### config.mk
export PLATFORM = sky130hd
export DESIGN_NAME = alu
export DESIGN_NICKNAME = d
export VERILOG_FILES = /design/src/rtl/alu_pkg.sv /design/src/rtl/alu_core.sv /design/src/rtl/alu.sv
export SDC_FILE = /design/constraint.sdc
export NUM_CORES = 1
export LEC_CHECK = 0
export ABC_AREA = 1
export BUFFER_PORTS_ARGS = -buffer_cell sky130_fd_sc_hd__buf_2
export CAP_MARGIN = 20
export CELL_PAD_IN_SITES_DETAIL_PLACEMENT = 1
export CELL_PAD_IN_SITES_GLOBAL_PLACEMENT = 1
export CORE_UTILIZATION = 35
export DETAILED_ROUTE_END_ITERATION = 10
export GPL_TIMING_DRIVEN = 0
export PLACE_DENSITY_LB_ADDON = 0.1
export SLEW_MARGIN = 20
export SYNTH_ARGS = -nofsm -noshare
export SYNTH_HDL_FRONTEND = slang
export SYNTH_HIERARCHICAL = 1
export SYNTH_SLANG_ARGS = --single-unit
### constraint.sdc
create_clock -name i_clk -period 2.2 [get_ports i_clk]
set_clock_uncertainty 0.2 [all_clocks]
set_input_delay 0.33 -clock i_clk [delete_from_list [all_inputs] [get_ports i_clk]]
set_output_delay 0.33 -clock i_clk [all_outputs]
set_load 0.005 [all_outputs]
### src/rtl/alu_pkg.sv
// Shared opcode encodings and default widths for the alu datapath.
package alu_pkg;

  localparam int N_BITS_DATA_DEF = 8;
  localparam int N_BITS_OP_DEF   = 6;

  // MIPS R-type function codes
  localparam logic [5:0] ADD = 6'b100000;
  localparam logic [5:0] SUB = 6'b100010;
  localparam logic [5:0] AND = 6'b100100;
  localparam logic [5:0] OR  = 6'b100101;
  localparam logic [5:0] XOR = 6'b100110;
  localparam logic [5:0] NOR = 6'b100111;
  localparam logic [5:0] SRA = 6'b000011;
  localparam logic [5:0] SRL = 6'b000010;

endpackage

### src/rtl/alu_core.sv
// Purely combinational ALU result, carry/borrow and signed-overflow logic.
module alu_core
  import alu_pkg::*;
#(
  parameter int N_BITS_DATA = N_BITS_DATA_DEF,
  parameter int N_BITS_OP   = N_BITS_OP_DEF
) (
  input  logic [N_BITS_DATA-1:0] dato_a,
  input  logic [N_BITS_DATA-1:0] dato_b,
  input  logic [N_BITS_OP-1:0]   operacion,
  output logic [N_BITS_DATA-1:0] resultado,
  output logic                   carry,
  output logic                   overflow,
  output logic                   valid_op
);

  localparam int MSB = N_BITS_DATA - 1;

  logic [N_BITS_DATA:0] sum;
  logic [N_BITS_DATA:0] diff;

  // One extra bit: sum[N] is the carry-out, diff[N] is set exactly when a < b unsigned.
  assign sum  = {1'b0, dato_a} + {1'b0, dato_b};
  assign diff = {1'b0, dato_a} - {1'b0, dato_b};

  always_comb begin
    resultado = '0;
    carry     = 1'b0;
    overflow  = 1'b0;
    valid_op  = 1'b1;
    case (operacion)
      ADD: begin
        resultado = sum[MSB:0];
        carry     = sum[N_BITS_DATA];
        overflow  = (dato_a[MSB] == dato_b[MSB]) && (sum[MSB] != dato_a[MSB]);
      end
      SUB: begin
        resultado = diff[MSB:0];
        carry     = diff[N_BITS_DATA];
        overflow  = (dato_a[MSB] != dato_b[MSB]) && (diff[MSB] != dato_a[MSB]);
      end
      AND: resultado = dato_a & dato_b;
      OR:  resultado = dato_a | dato_b;
      XOR: resultado = dato_a ^ dato_b;
      NOR: resultado = ~(dato_a | dato_b);
      // Shifts by >= width saturate naturally: >>> fills with the sign, >> with zeros.
      SRA: resultado = $unsigned($signed(dato_a) >>> dato_b);
      SRL: resultado = dato_a >> dato_b;
      default: valid_op = 1'b0;
    endcase
  end

endmodule

### src/rtl/alu.sv
// ALU top: combinational result path plus registered condition flags with async reset.
module alu
  import alu_pkg::*;
#(
  parameter int N_BITS_DATA = N_BITS_DATA_DEF,
  parameter int N_BITS_OP   = N_BITS_OP_DEF
) (
  input  logic                   i_clk,
  input  logic                   i_rst_n,
  input  logic [N_BITS_DATA-1:0] i_dato_A,
  input  logic [N_BITS_DATA-1:0] i_dato_B,
  input  logic [N_BITS_OP-1:0]   i_operacion,
  output logic [N_BITS_DATA-1:0] o_resultado,
  output logic                   o_zero,
  output logic                   o_negative,
  output logic                   o_carry,
  output logic                   o_overflow,
  output logic                   o_invalid
);

  logic core_carry;
  logic core_overflow;
  logic core_valid;

  alu_core #(
    .N_BITS_DATA(N_BITS_DATA),
    .N_BITS_OP  (N_BITS_OP)
  ) u_core (
    .dato_a   (i_dato_A),
    .dato_b   (i_dato_B),
    .operacion(i_operacion),
    .resultado(o_resultado),
    .carry    (core_carry),
    .overflow (core_overflow),
    .valid_op (core_valid)
  );

  // Result never passes through reset; only the status flags are cleared.
  always_ff @(posedge i_clk or negedge i_rst_n) begin
    if (!i_rst_n) begin
      o_zero     <= 1'b0;
      o_negative <= 1'b0;
      o_carry    <= 1'b0;
      o_overflow <= 1'b0;
      o_invalid  <= 1'b0;
    end else begin
      o_zero     <= (o_resultado == '0);
      o_negative <= o_resultado[N_BITS_DATA-1];
      o_carry    <= core_carry;
      o_overflow <= core_overflow;
      o_invalid  <= !core_valid;
    end
  end

endmodule

=== Yosys cells after proc, flatten, opt, wreduce, memory -nomap -nowiden ===
Cells that the tools add are included.

* Bits in latches: 0
* Bits in registers: 5
* Memories: 0
* Bits in writable memories: 0
* ROM bits: 0

* Eq/ne operators: 12
* Order comparisons: 0
* Mux-type cells: 4
* Add/sub/neg operators: 2
* Divide/modulo/power cells: 0
* Bitwise operators: 4
* Shift operators: 2
* Multipliers: 0
* Reductions and logical operators: 5

{| class="wikitable"
|+ Operator list
! operator !! number
|-
| 8-bit case mux with 8 select lines || 1
|-
| 6-bit == test (second input constant) || 6
|-
| 6-bit by 2-bit == test with 1-bit output (second input constant) || 2
|-
| 8-bit by 8-bit adder with 9-bit output || 1
|-
| 8-bit by 8-bit subtractor with 9-bit output || 1
|-
| 8-bit AND || 1
|-
| 8-bit logical NOT || 1
|-
| 8-bit inverter || 1
|-
| 8-bit bitwise OR || 1
|-
| 8-bit OR reduction || 1
|-
| 8-bit by 8-bit right shift with 8-bit output || 1
|-
| 8-bit by 8-bit >>> shifter with 8-bit output || 1
|-
| 8-bit bitwise XOR || 1
|-
| 1-bit case mux with 2 select lines || 2
|-
| 1-bit inequality test || 3
|-
| 1-bit logical AND || 2
|-
| 1-bit == test || 1
|-
| 1-bit logical NOT || 1
|-
| 1-bit 2-to-1 mux || 1
|}

=== Logic depth before layout (Yosys ltp) ===
Gate-level depths: netlist (run 1).

* Depth after elaboration: 4
* Gate-level depth with buffers: 16
* Depth with buffers taken out: 15

=== Hierarchy ===
Netlist (run 1), hierarchy kept.

{| class="wikitable"
|+ Modules (own cells, without submodules)
! module !! instances !! cells an instance !! seq. area each (µm²) !! area an instance (µm²)
|-
| alu_core || 1 || 369 || 0.0 || 1935.6
|-
| alu || 1 || 13 || 125.1 || 155.1
|}

=== Worst setup path after synthesis (run 1) ===
Ideal clock, no wire load.

* Path kind: input to output
* Start: input port i_dato_B[2]
* End: output port o_resultado[7]
* Stages: 12
* Setup slack: -72 ps
* Data required time: 1670 ps
* Arrival time: 1742 ps
* Cells stage by stage: buf_2 -> inv_1 -> ha_1 -> buf_2 -> inv_1 -> nand3_1 -> nand2_1 -> nand4_1 -> nand2_1 -> nand2_1 -> nand3_1 -> nand3_1

* Cells in the longest elaborated chain, start to end: 2
* Elaborated cells on any way between the ends: 5
* Classes of those cells: 2 x add/sub; 2 x shift; 1 x mux

{| class="wikitable"
|+ Ends and longest elaborated chain
! what !! line !! text
|-
| from (decl) || alu.sv:11 || <nowiki>input logic [N_BITS_DATA-1:0] i_dato_B,</nowiki>
|-
| 8-bit by 8-bit subtractor with 9-bit output (tied with other cells) || alu_core.sv:24 || <nowiki>assign diff = {1'b0, dato_a} - {1'b0, dato_b};</nowiki>
|-
| 8-bit case mux with 8 select lines (*) || alu_core.sv:31 || <nowiki>case (operacion)</nowiki>
|-
| to (decl) || alu.sv:13 || <nowiki>output logic [N_BITS_DATA-1:0] o_resultado,</nowiki>
|}

Mark *: on every way between the ends. The rest lies on a longest branch, timed or not.

=== Worst setup path after layout (run 1) ===
* Start: input port i_dato_A[0]
* End: output port o_resultado[6]

* Cells in the longest elaborated chain, start to end: 2
* Elaborated cells on any way between the ends: 5
* Classes of those cells: 2 x add/sub; 2 x shift; 1 x mux

{| class="wikitable"
|+ Ends and longest elaborated chain
! what !! line !! text
|-
| from (decl) || alu.sv:10 || <nowiki>input logic [N_BITS_DATA-1:0] i_dato_A,</nowiki>
|-
| 8-bit by 8-bit subtractor with 9-bit output (tied with other cells) || alu_core.sv:24 ||
|-
| 8-bit case mux with 8 select lines (*) || alu_core.sv:31 ||
|}

Marked as above.

==> out/qor.csv, run 1 <==
stage,metric,value,unit
place,pre_cts_ws,-0.6676,ns
pwr,power_leakage,1.545,nW
status,failed_checks,setup timing,
die,pin_count,37,
sta,period_share,108.6,%
synthesis,synth_compound_area_share,14.30,%
detailed_routing,wl_per_cell,17.64,um
synthesis,synth_top_family_by_area,simple AND/OR/NAND/NOR gates,
sta,setup_viol,7,
pwr,max-vdd-ir-drop,246.5,uV
synthesis,synthTopCellsByArea,"nand2_1, ha_1, nand3_1",
synthesis,avgSynthCellArea,5.473,sq um
detailed_routing,drt_iter0_drc,158,
place,port-buffer-count,36,
sta,min_period,2.389,ns
clock_network,cts_buffers,3,
run,maxCapViolCount,0,
clock_network,path_clk_slew,0.03,ns
synthesis,synth-adder-area-share,16.88,%
critical_path,cp-end-kind,output pin,
hold_path,min_path_type,in -> async,
pwr,p_per_area,277.1,mW/mm^2
global_routing,grt_overflow,0,
clock_network,cts_tree,yes,
clock_network,max-clock-path-buffers,2,
die,row_count,27,
global_routing,grt_pass1_vias,3016,
place,dp_hpwl,6782,um
synthesis,synth-warning-count,6,
synthesis,syn_area,0.002091,sq mm
die,die_w,79.29,um
synthesis,synth-seq-cells,5,
synthesis,synthMostInstantiatedCell,nand2_1,
synthesis,synthDistinctLibCells,29,
detailed_routing,dr.pass1.iters,4,
cells_and_area,diodes,0,
detailed_routing,num_vias,2890,
synthesis,synth_xor_area_share,0,%
critical_path,cp.required,1.67,ns
detailed_routing,viasPerCell,5.526,
sta,slew_viol_final,0,
synthesis,yosysSeqAreaShare,5.984,%
die,dieHeight,79.29,um
global_routing,grt_usage,30.88,%
sta,fmax,418.5,MHz
synthesis,synthSimpleGateAreaFrac,51.71,%
cells_and_area,areaGrowthSynthToFinish,50.39,%
sta,setup_ws,-0.1894,ns
die,core_area,0.005642,sq mm
critical_path,path_buf_inv,4,
sta,final.setup.tns,-0.9213,ns
sta,worstMarginPinSlew,0.4455,ns
cells_and_area,drive_gt1_share,37.25,%
synthesis,netlist.area_leader.share,19.57,%
critical_path,crit_path_max_fanout,2,
critical_path,slowest_delay,0.35,ns
critical_path,cp.arrival,1.86,ns
sta,finalHoldViolCount,0,
cells_and_area,nets,503,
synthesis,async_flop_share,100.0,%
sta,rsz0062_at_grt,true,
cells_and_area,fill_cells,774,
synthesis,synth_top_area_cell,nand2_1,
global_routing,grt_pass1_wl,15040,um
synthesis,synth_flop_cell,dfrtp_1,
die,start_util,37.06,%
detailed_routing,wirelength,9224,um
critical_path,critical_path.cell_chain,buf_8 -> inv_4 -> ha_4 -> fa_2 -> inv_2 -> nand4_1 -> nand3_2 -> nand2_1 -> nand2_1 -> nor2_1 -> nor2_1 -> nand3_2 -> buf_2,
synthesis,synth_cells,382,
clock_network,cts.sinks,5,
sta,slew_headroom,70.19,%
clock_network,cts_max_level,1,
critical_path,cpMaxStageDelayCell,fa_2,
clock_network,cts-root-buf,clkbuf_8,
global_routing,grt_max_degree,12,
global_routing,antenna_found_initial,0,
die,dieArea,0.006287,sq mm
detailed_routing,ant_nets,0,
synthesis,yosys-top-cells-count,"nand2_1, nand3_1, inv_1",
critical_path,path_delay_family,simple AND/OR/NAND/NOR gates,
synthesis,synth-edff-count,0,
status,outcome,"finished, violations left",
synthesis,synthMuxAreaShare,0,%
synthesis,syn-num-nets,433,
critical_path,criticalPathCategory,in -> out,
critical_path,critPathLaunchType,primary input,
critical_path,crit_path_start,i_dato_A[0],
place,gp_congestion,0.9221,
detailed_routing,drc,0,
cell families (layout without fill, tap and decap cells):
logic type | Yosys count | in the layout
adders and majority gates | 27 | 27
AOI/OAI and AO/OA | 55 | 55
DFF | 5 | 5
and+or+nand+nor | 236 | 236
buffers and inverters | 59 | 128
final timing paths:
| path | to | slack [ns] | cells after the start |
|---|---|---|---|
| max in group asynchronous | o_carry | 1.41 | 2 |
| max | o_resultado[6] | -0.19 | 13 |
| min | o_overflow | 0.26 | 2 |
| min in group i_clk | o_overflow | 0.32 | 4 |
final cells by class:
| class | count | area, sq um | share of cell area [%] |
|---|---|---|---|
| buffer | 6 | 67.56 | 2.149 |
| clock buffer | 4 | 45.04 | 1.433 |
| inverter | 50 | 225.2 | 7.163 |
| multi-input combinational | 318 | 2061 | 65.54 |
| sequential | 5 | 125.1 | 3.979 |
| tap | 72 | 90.09 | 2.865 |
| timing repair buffer | 68 | 530.5 | 16.87 |
registers in the layout (all words and copies together) (netlist names):
signal      cells
o_invalid       1
o_negative      1
o_carry         1
o_zero          1
o_overflow      1
power breakdown:
part | switching, W | total [W] | internal [W]
clock network | 0.0000386 | 0.000162 | 0.000124
logic | 0.000358 | 0.000609 | 0.000251
registers | 0.00000101 | 0.0000994 | 0.0000984
metrics by stage:
step / hold slack, ns / util [%] / instance area [sq um] / total power [W] / instances
CTS: 0.2598 / 52.98 / 2989 / 0.0008081 / 521
detailed placement: -0.05294 / 41.89 / 2364 / 0.0004932 / 490
floorplan: -0.1656 / - / 2093 / 0.0003526 / 382
global route: 0.2885 / 55.73 / 3144 / 0.0009343 / 523
finish: 0.2636 / 55.73 / 3144 / 0.0008712 / 523
global placement: -0.05745 / 41.89 / 2364 / 0.0004846 / 490
layout by cell type, fill, tap and decap left out, types with 9 or more instances in the layout:
cell / synthesis / final
buf_4: 0 / 30
nor2_1: 38 / 31
buf_2: 8 / 24
o21ai_0: 22 / 16
ha_1: 25 / 15
nand4_1: 16 / 16
nand2_2: 3 / 11
nand2_1: 109 / 100
a21oi_1: 21 / 11
buf_6: 0 / 12
ha_4: 0 / 9
inv_4: 0 / 9
inv_2: 3 / 11
nand3_1: 51 / 44
inv_1: 47 / 28
routing by layer:
| metal | global-route usage (%) | up-vias | wire length, um |
|---|---|---|---|
| met5 | 0 | - | 0 |
| met4 | 9.091 | 0 | 317 |
| met3 | 2.299 | 29 | 565 |
| met2 | 54.31 | 100 | 4436 |
| met1 | 39.84 | 1364 | 3904 |
| li1 | - | 1397 | - |
timing repair:
item | in CTS | in global routing
pin swaps | 39 | 36
endpoints found under the hold margin | 5 | 0
setup endpoints to repair | 11 | 10
cloned | 0 | 0
hold buffers | 1 | 0
buffers inserted | 28 | 6
resized for setup | 108 | 35
(Power assumes the default switching activity.)
==> run 2, diff against run 1 <==
--- a/config.mk
+++ b/config.mk
@@ -10,7 +10,7 @@
 export CAP_MARGIN = 20
 export CELL_PAD_IN_SITES_DETAIL_PLACEMENT = 1
 export CELL_PAD_IN_SITES_GLOBAL_PLACEMENT = 1
-export CORE_UTILIZATION = 35
+export CORE_UTILIZATION = 41
 export DETAILED_ROUTE_END_ITERATION = 10
 export GPL_TIMING_DRIVEN = 0
 export PLACE_DENSITY_LB_ADDON = 0.1
==> constraint.sdc (replaced) <==
create_clock -name i_clk -period 2.8 [get_ports i_clk]
set_clock_uncertainty 0.2 [all_clocks]
set_input_delay 0.42 -clock i_clk [delete_from_list [all_inputs] [get_ports i_clk]]
set_output_delay 0.42 -clock i_clk [all_outputs]
set_load 0.005 [all_outputs]
==> run 2 against run 1 <==
The run now ends clean; critical path depth grew 5; total power shrank 27%; via count grew 6.9%; combinational power shrank 31%; sequential cell count is the same; routed wire length grew 6.6%; worst setup slack gained 0.21 ns; global-route usage grew 4.6 points.
==> out/qor.csv, run 2 (same netlist as run 1, synthesis figures left out) <==
stage,metric,value,unit
clock_network,path_clk_slew,0.04,ns
cells_and_area,final_core_util,57.90,%
cells_and_area,areaGrowthSynthToFinish,33.39,%
detailed_routing,dr.pass1.iters,5,
place,dp_hpwl,6754,um
critical_path,crit_path_max_fanout,9,
cells_and_area,nets,501,
cells_and_area,most-common-layout-cells,"nand2_1, nand3_1, nor2_1, inv_1, buf_2",
die,pin_count,37,
critical_path,cp.arrival,2.73,ns
clock_network,cts_buffers,3,
die,row_count,25,
clock_network,max-clock-path-buffers,2,
detailed_routing,ant_nets,0,
global_routing,grt_pass1_vias,2954,
run,maxCapViolCount,0,
critical_path,cpMaxStageDelayCell,ha_1,
sta,worstMarginPinSlew,0.3779,ns
sta,period_share,99.11,%
place,port-buffer-count,36,
sta,finalHoldViolCount,0,
place,pre_cts_ws,-0.3896,ns
global_routing,grt_usage,35.44,%
die,start_util,43.40,%
pwr,p_per_area,226.5,mW/mm^2
global_routing,grt_max_degree,11,
sta,setup_ws,0.02496,ns
detailed_routing,viasPerCell,5.986,
sta,slew_headroom,74.75,%
clock_network,cts.sinks,5,
critical_path,cp.required,2.76,ns
clock_network,cts-root-buf,clkbuf_8,
die,core_area,0.004817,sq mm
detailed_routing,drc,0,
critical_path,critPathLaunchType,primary input,
cells_and_area,drive_gt1_share,27.84,%
sta,min_period,2.775,ns
die,die_w,73.41,um
cells_and_area,final_common_cell,nand2_1,
detailed_routing,num_vias,3089,
sta,setup_viol,0,
critical_path,critical_path.cell_chain,clkbuf_4 -> inv_1 -> ha_1 -> buf_6 -> inv_2 -> a21oi_4 -> o21a_1 -> nand2_1 -> buf_4 -> buf_4 -> buf_4 -> buf_4 -> buf_4 -> buf_4 -> buf_4 -> nand2_2 -> nand3_1 -> nand2_1,
cells_and_area,diodes,0,
critical_path,crit_path_start,i_dato_A[4],
place,gp_congestion,0.9121,
global_routing,antenna_found_initial,0,
die,dieHeight,73.41,um
detailed_routing,wirelength,9831,um
pwr,power_leakage,1.475,nW
sta,fmax,360.4,MHz
critical_path,slowest_delay,0.29,ns
status,outcome,"complete, no violations",
sta,slew_viol_final,0,
global_routing,grt_pass1_wl,14490,um
critical_path,criticalPathCategory,in -> reg,
die,dieArea,0.005389,sq mm
critical_path,cp-end-kind,flip-flop,
pwr,max-vdd-ir-drop,139.3,uV
clock_network,cts_max_level,1,
hold_path,min_path_type,in -> async,
global_routing,grt_overflow,0,
detailed_routing,drt_iter0_drc,253,
sta,final.setup.tns,0,ns
clock_network,cts_tree,yes,
critical_path,critical_path.endpoint,o_overflow,
critical_path,worst_path_most_repeated_cell,buf_4,
detailed_routing,wl_per_cell,19.05,um
## run 2: cell types whose count changed in the layout (fill, tap and decap cells not counted), moves of 5 or more
| cell | change |
|---|---|
| ha_4 | -5 |
| inv_4 | -8 |
| o21ai_0 | +5 |
| inv_1 | +8 |
| buf_6 | -8 |
| buf_2 | +9 |
| nor2_1 | +5 |
| ha_1 | +6 |
| nand2_2 | -6 |
| nand2_1 | +7 |
| a21oi_1 | +5 |
## run 2: layer usage
layer  up-vias  track usage, %  wire [um]
met4         0           17.74        446
met1      1473           46.48       4041
met3        46           4.664        736
li1       1396               -          -
met2       174           56.79       4606
met5         -               0          0
## run 2: worst min path at each step
stage | from | to
2_1_floorplan | i_rst_n | o_carry
3_3_place_gp | i_rst_n | o_carry
3_5_place_dp | i_rst_n | o_carry
4_1_cts | i_rst_n | o_carry
5_1_grt | i_rst_n | o_invalid
6_report | i_rst_n | o_overflow
## run 2: worst max-delay path: cells and delay by family
family / cells / cell delay, ns
buf+inv: 11 / 1.36
compound gates: 2 / 0.37
fa+ha+maj: 1 / 0.29
simple gates: 4 / 0.30
## run 2: layout make-up
type                            count  area, sq um
Fill cell                         723         2028
Multi-Input combinational cell    318         1853
Timing Repair Buffer               64        415.4
Inverter                           50        193.9
Sequential cell                     5        125.1
Tap cell                           67        83.83
Buffer                              8        72.57
Clock buffer                        4        45.04
## run 2: report_power, final
part | switching (W) | total (W) | internal (W) | leakage [nW]
Combinational | 0.000261 | 0.000420 | 0.000160 | 1.39
Clock | 0.0000351 | 0.000133 | 0.0000977 | 0.0228
Sequential | 0.00000111 | 0.0000784 | 0.0000773 | 0.0631
## run 2: what timing repair did
action	CTS	global route
hold buffers	1	0
pin swaps	1	13
resized for setup	15	44
hold endpoints to repair	5	0
buffers inserted	17	10
endpoints found under the setup margin	7	7
## run 2: through the flow
| step | area [sq um] | power, W | hold WS (ns) | instances |
|---|---|---|---|---|
| 2_1_floorplan | 2091 | 0.0002760 | -0.07559 | 382 |
| 3_3_place_gp | 2355 | 0.0003776 | 0.03742 | 485 |
| 3_5_place_dp | 2355 | 0.0003866 | 0.04099 | 485 |
| 4_1_cts | 2585 | 0.0005593 | 0.3522 | 506 |
| 5_1_grt | 2789 | 0.0006738 | 0.3814 | 516 |
| 6_report | 2789 | 0.0006317 | 0.3704 | 516 |
==> run 3, diff against run 2 <==
--- a/config.mk
+++ b/config.mk
@@ -13,7 +13,7 @@
 export CORE_UTILIZATION = 41
 export DETAILED_ROUTE_END_ITERATION = 10
 export GPL_TIMING_DRIVEN = 0
-export PLACE_DENSITY_LB_ADDON = 0.1
+export PLACE_DENSITY = 0.85
 export SLEW_MARGIN = 20
 export SYNTH_ARGS = -nofsm -noshare
 export SYNTH_HDL_FRONTEND = slang
==> run 3 against run 2 <==
Die area unchanged; worst setup slack better by 0.042 ns; sequential share of layout area up 0.33 points; non-clock buffer count down 21; sequential cell count unchanged; maximum frequency up 1.5%; combinational power down 13%; routed wire length down 12%; via count down 10%; largest power group unchanged; highest routed layer unchanged.
==> out/qor.csv, run 3 (same netlist as run 1, synthesis figures left out) <==
stage,metric,value,unit
detailed_routing,wl_per_cell,17.43,um
critical_path,critPathLaunchType,primary input,
pwr,power.internal,0.0003029,W
cells_and_area,drive_gt1_share,23.60,%
clock_network,cts-root-buf,clkbuf_8,
hold_path,min_path_type,in -> async,
sta,fmax,365.9,MHz
place,pre_cts_ws,-0.3974,ns
clock_network,max-clock-path-buffers,2,
cells_and_area,nets,480,
cells_and_area,diodes,0,
sta,slew_viol_final,0,
clock_network,cts_buffers,3,
global_routing,met2_usage,54.84,%
critical_path,cp-end-kind,output pin,
sta,min_period,2.733,ns
clock_network,path_clk_slew,0.03,ns
sta,finalHoldViolCount,0,
sta,slew_headroom,75.13,%
critical_path,cpMaxStageDelayCell,ha_1,
place,gp_congestion,0.8952,
global_routing,grt_pass1_vias,2725,
die,dieArea,0.005389,sq mm
die,pin_count,37,
status,outcome,"complete, no violations",
pwr,p_switching,0.0002722,W
pwr,power_frac_seq,13.6,%
pwr,clkPwrFrac,22.8,%
clock_network,cts_tree,yes,
pwr,p_sw_share,47.33,%
detailed_routing,drt_iter0_drc,213,
pwr,combPwrFrac,63.6,%
critical_path,slowest_delay,0.28,ns
critical_path,cp.required,2.18,ns
critical_path,criticalPathCategory,in -> out,
detailed_routing,ant_nets,0,
detailed_routing,num_vias,2771,
clock_network,cts_max_level,1,
detailed_routing,drc,0,
global_routing,grt_max_degree,11,
sta,setup_ws,0.06732,ns
place,dp_hpwl,6851,um
run,maxCapViolCount,0,
sta,setup_viol,0,
sta,rsz0062_at_grt,true,
global_routing,antenna_found_initial,0,
sta,worstMarginPinSlew,0.3717,ns
die,die_w,73.41,um
critical_path,cp.arrival,2.11,ns
place,port-buffer-count,36,
detailed_routing,viasPerCell,5.598,
global_routing,grt_busiest_layer,met2,
die,core_area,0.004817,sq mm
pwr,power.total,0.0005751,W
pwr,max-vdd-ir-drop,171.3,uV
global_routing,grt_use_met1,45.10,%
global_routing,grt_pass1_wl,13670,um
die,row_count,25,
detailed_routing,wirelength,8629,um
clock_network,cts.sinks,5,
cells_and_area,most-common-layout-cells,"nand2_1, nand3_1, inv_1",
global_routing,grt_overflow,0,
die,dieHeight,73.41,um
pwr,power_leakage,1.377,nW
detailed_routing,dr.pass1.iters,4,
cells_and_area,fill_cells,736,
global_routing,met3_usage,3.567,%
cells_and_area,areaGrowthSynthToFinish,24.30,%
pwr,p_per_area,221.3,mW/mm^2
critical_path,crit_path_max_fanout,10,
die,start_util,43.40,%
sta,period_share,97.60,%
cells_and_area,final_common_cell,nand2_1,
critical_path,critical_path.cell_chain,buf_6 -> inv_4 -> ha_1 -> buf_4 -> inv_4 -> nand3_1 -> nand2_2 -> nand4_1 -> nand2_1 -> nand2_1 -> nand3_1 -> nand3_2 -> buf_2,
global_routing,grt_usage,33.30,%
-- run 3: cell count changes in the layout (fill, tap and decap cells not counted), moves of 2 or more --
cell and change:
ha_1 +2, inv_1 +3, inv_2 -4, nor2_1 -3
o21ai_0 -2, ha_4 -3, o21ai_2 +2, nor2_2 +3
buf_4 -21
-- run 3: path summary, 6_finish.rpt --
kind,start,end,slack (ns)
setup / recovery,i_dato_B[2],o_resultado[7],0.07
hold / removal,i_rst_n,o_negative,0.36
max in group asynchronous,i_rst_n,o_overflow,1.91
min in group i_clk,i_operacion[1],o_invalid,0.42
-- run 3: critical path, delay by kind of cell --
kind | cells | cell delay (ns)
buffers and inverters | 5 | 0.61
adders and majority gates | 1 | 0.28
and+or+nand+nor | 7 | 0.80
-- run 3: metrics by stage --
step                        TNS, ns  hold WS, ns  cell area (sq um)  util, %  cells
after floorplan                   0     -0.07559               2091        -    382
after global placement       -1.753      0.03617               2355    48.88    485
after detailed placement     -2.102      0.03818               2355    48.88    485
after CTS                         0       0.3404               2479    51.45    491
after global routing      -0.005755       0.3941               2599    53.95    495
final                             0       0.3603               2599    53.95    495
-- run 3: timing repair --
action | 4_1_cts | 5_1_grt
buffers inserted | 2 | 4
pin swaps | 2 | 5
endpoints found under the hold margin | 5 | 0
setup endpoints to repair | 7 | 5
resized for setup | 20 | 31
hold buffers | 1 | 0
-- run 3: power groups by stage --
stage | clock, W | sequential [W] | combinational, W
after floorplan | 0 | 0.0000802 | 0.000196
after global placement | 0 | 0.0000791 | 0.000297
after detailed placement | 0 | 0.0000792 | 0.000307
after CTS | 0.000134 | 0.0000784 | 0.000327
after global routing | 0.000139 | 0.0000792 | 0.000402
final | 0.000131 | 0.0000783 | 0.000365
-- run 3: routing by layer --
metal,share of wire [%],wire (um)
met3,6.2,535
met2,48,4149
met1,43,3723
met5,0,0
met4,2.6,221
-- run 3: layout make-up --
type / count / area [sq um] / area share (%)
tap: 67 / 83.83 / 3.226
timing repair buffer: 43 / 261.5 / 10.06
sequential: 5 / 125.1 / 4.815
inverter: 50 / 196.4 / 7.559
buffer: 8 / 66.31 / 2.552
multi-input combinational: 318 / 1821 / 70.05
clock buffer: 4 / 45.04 / 1.733
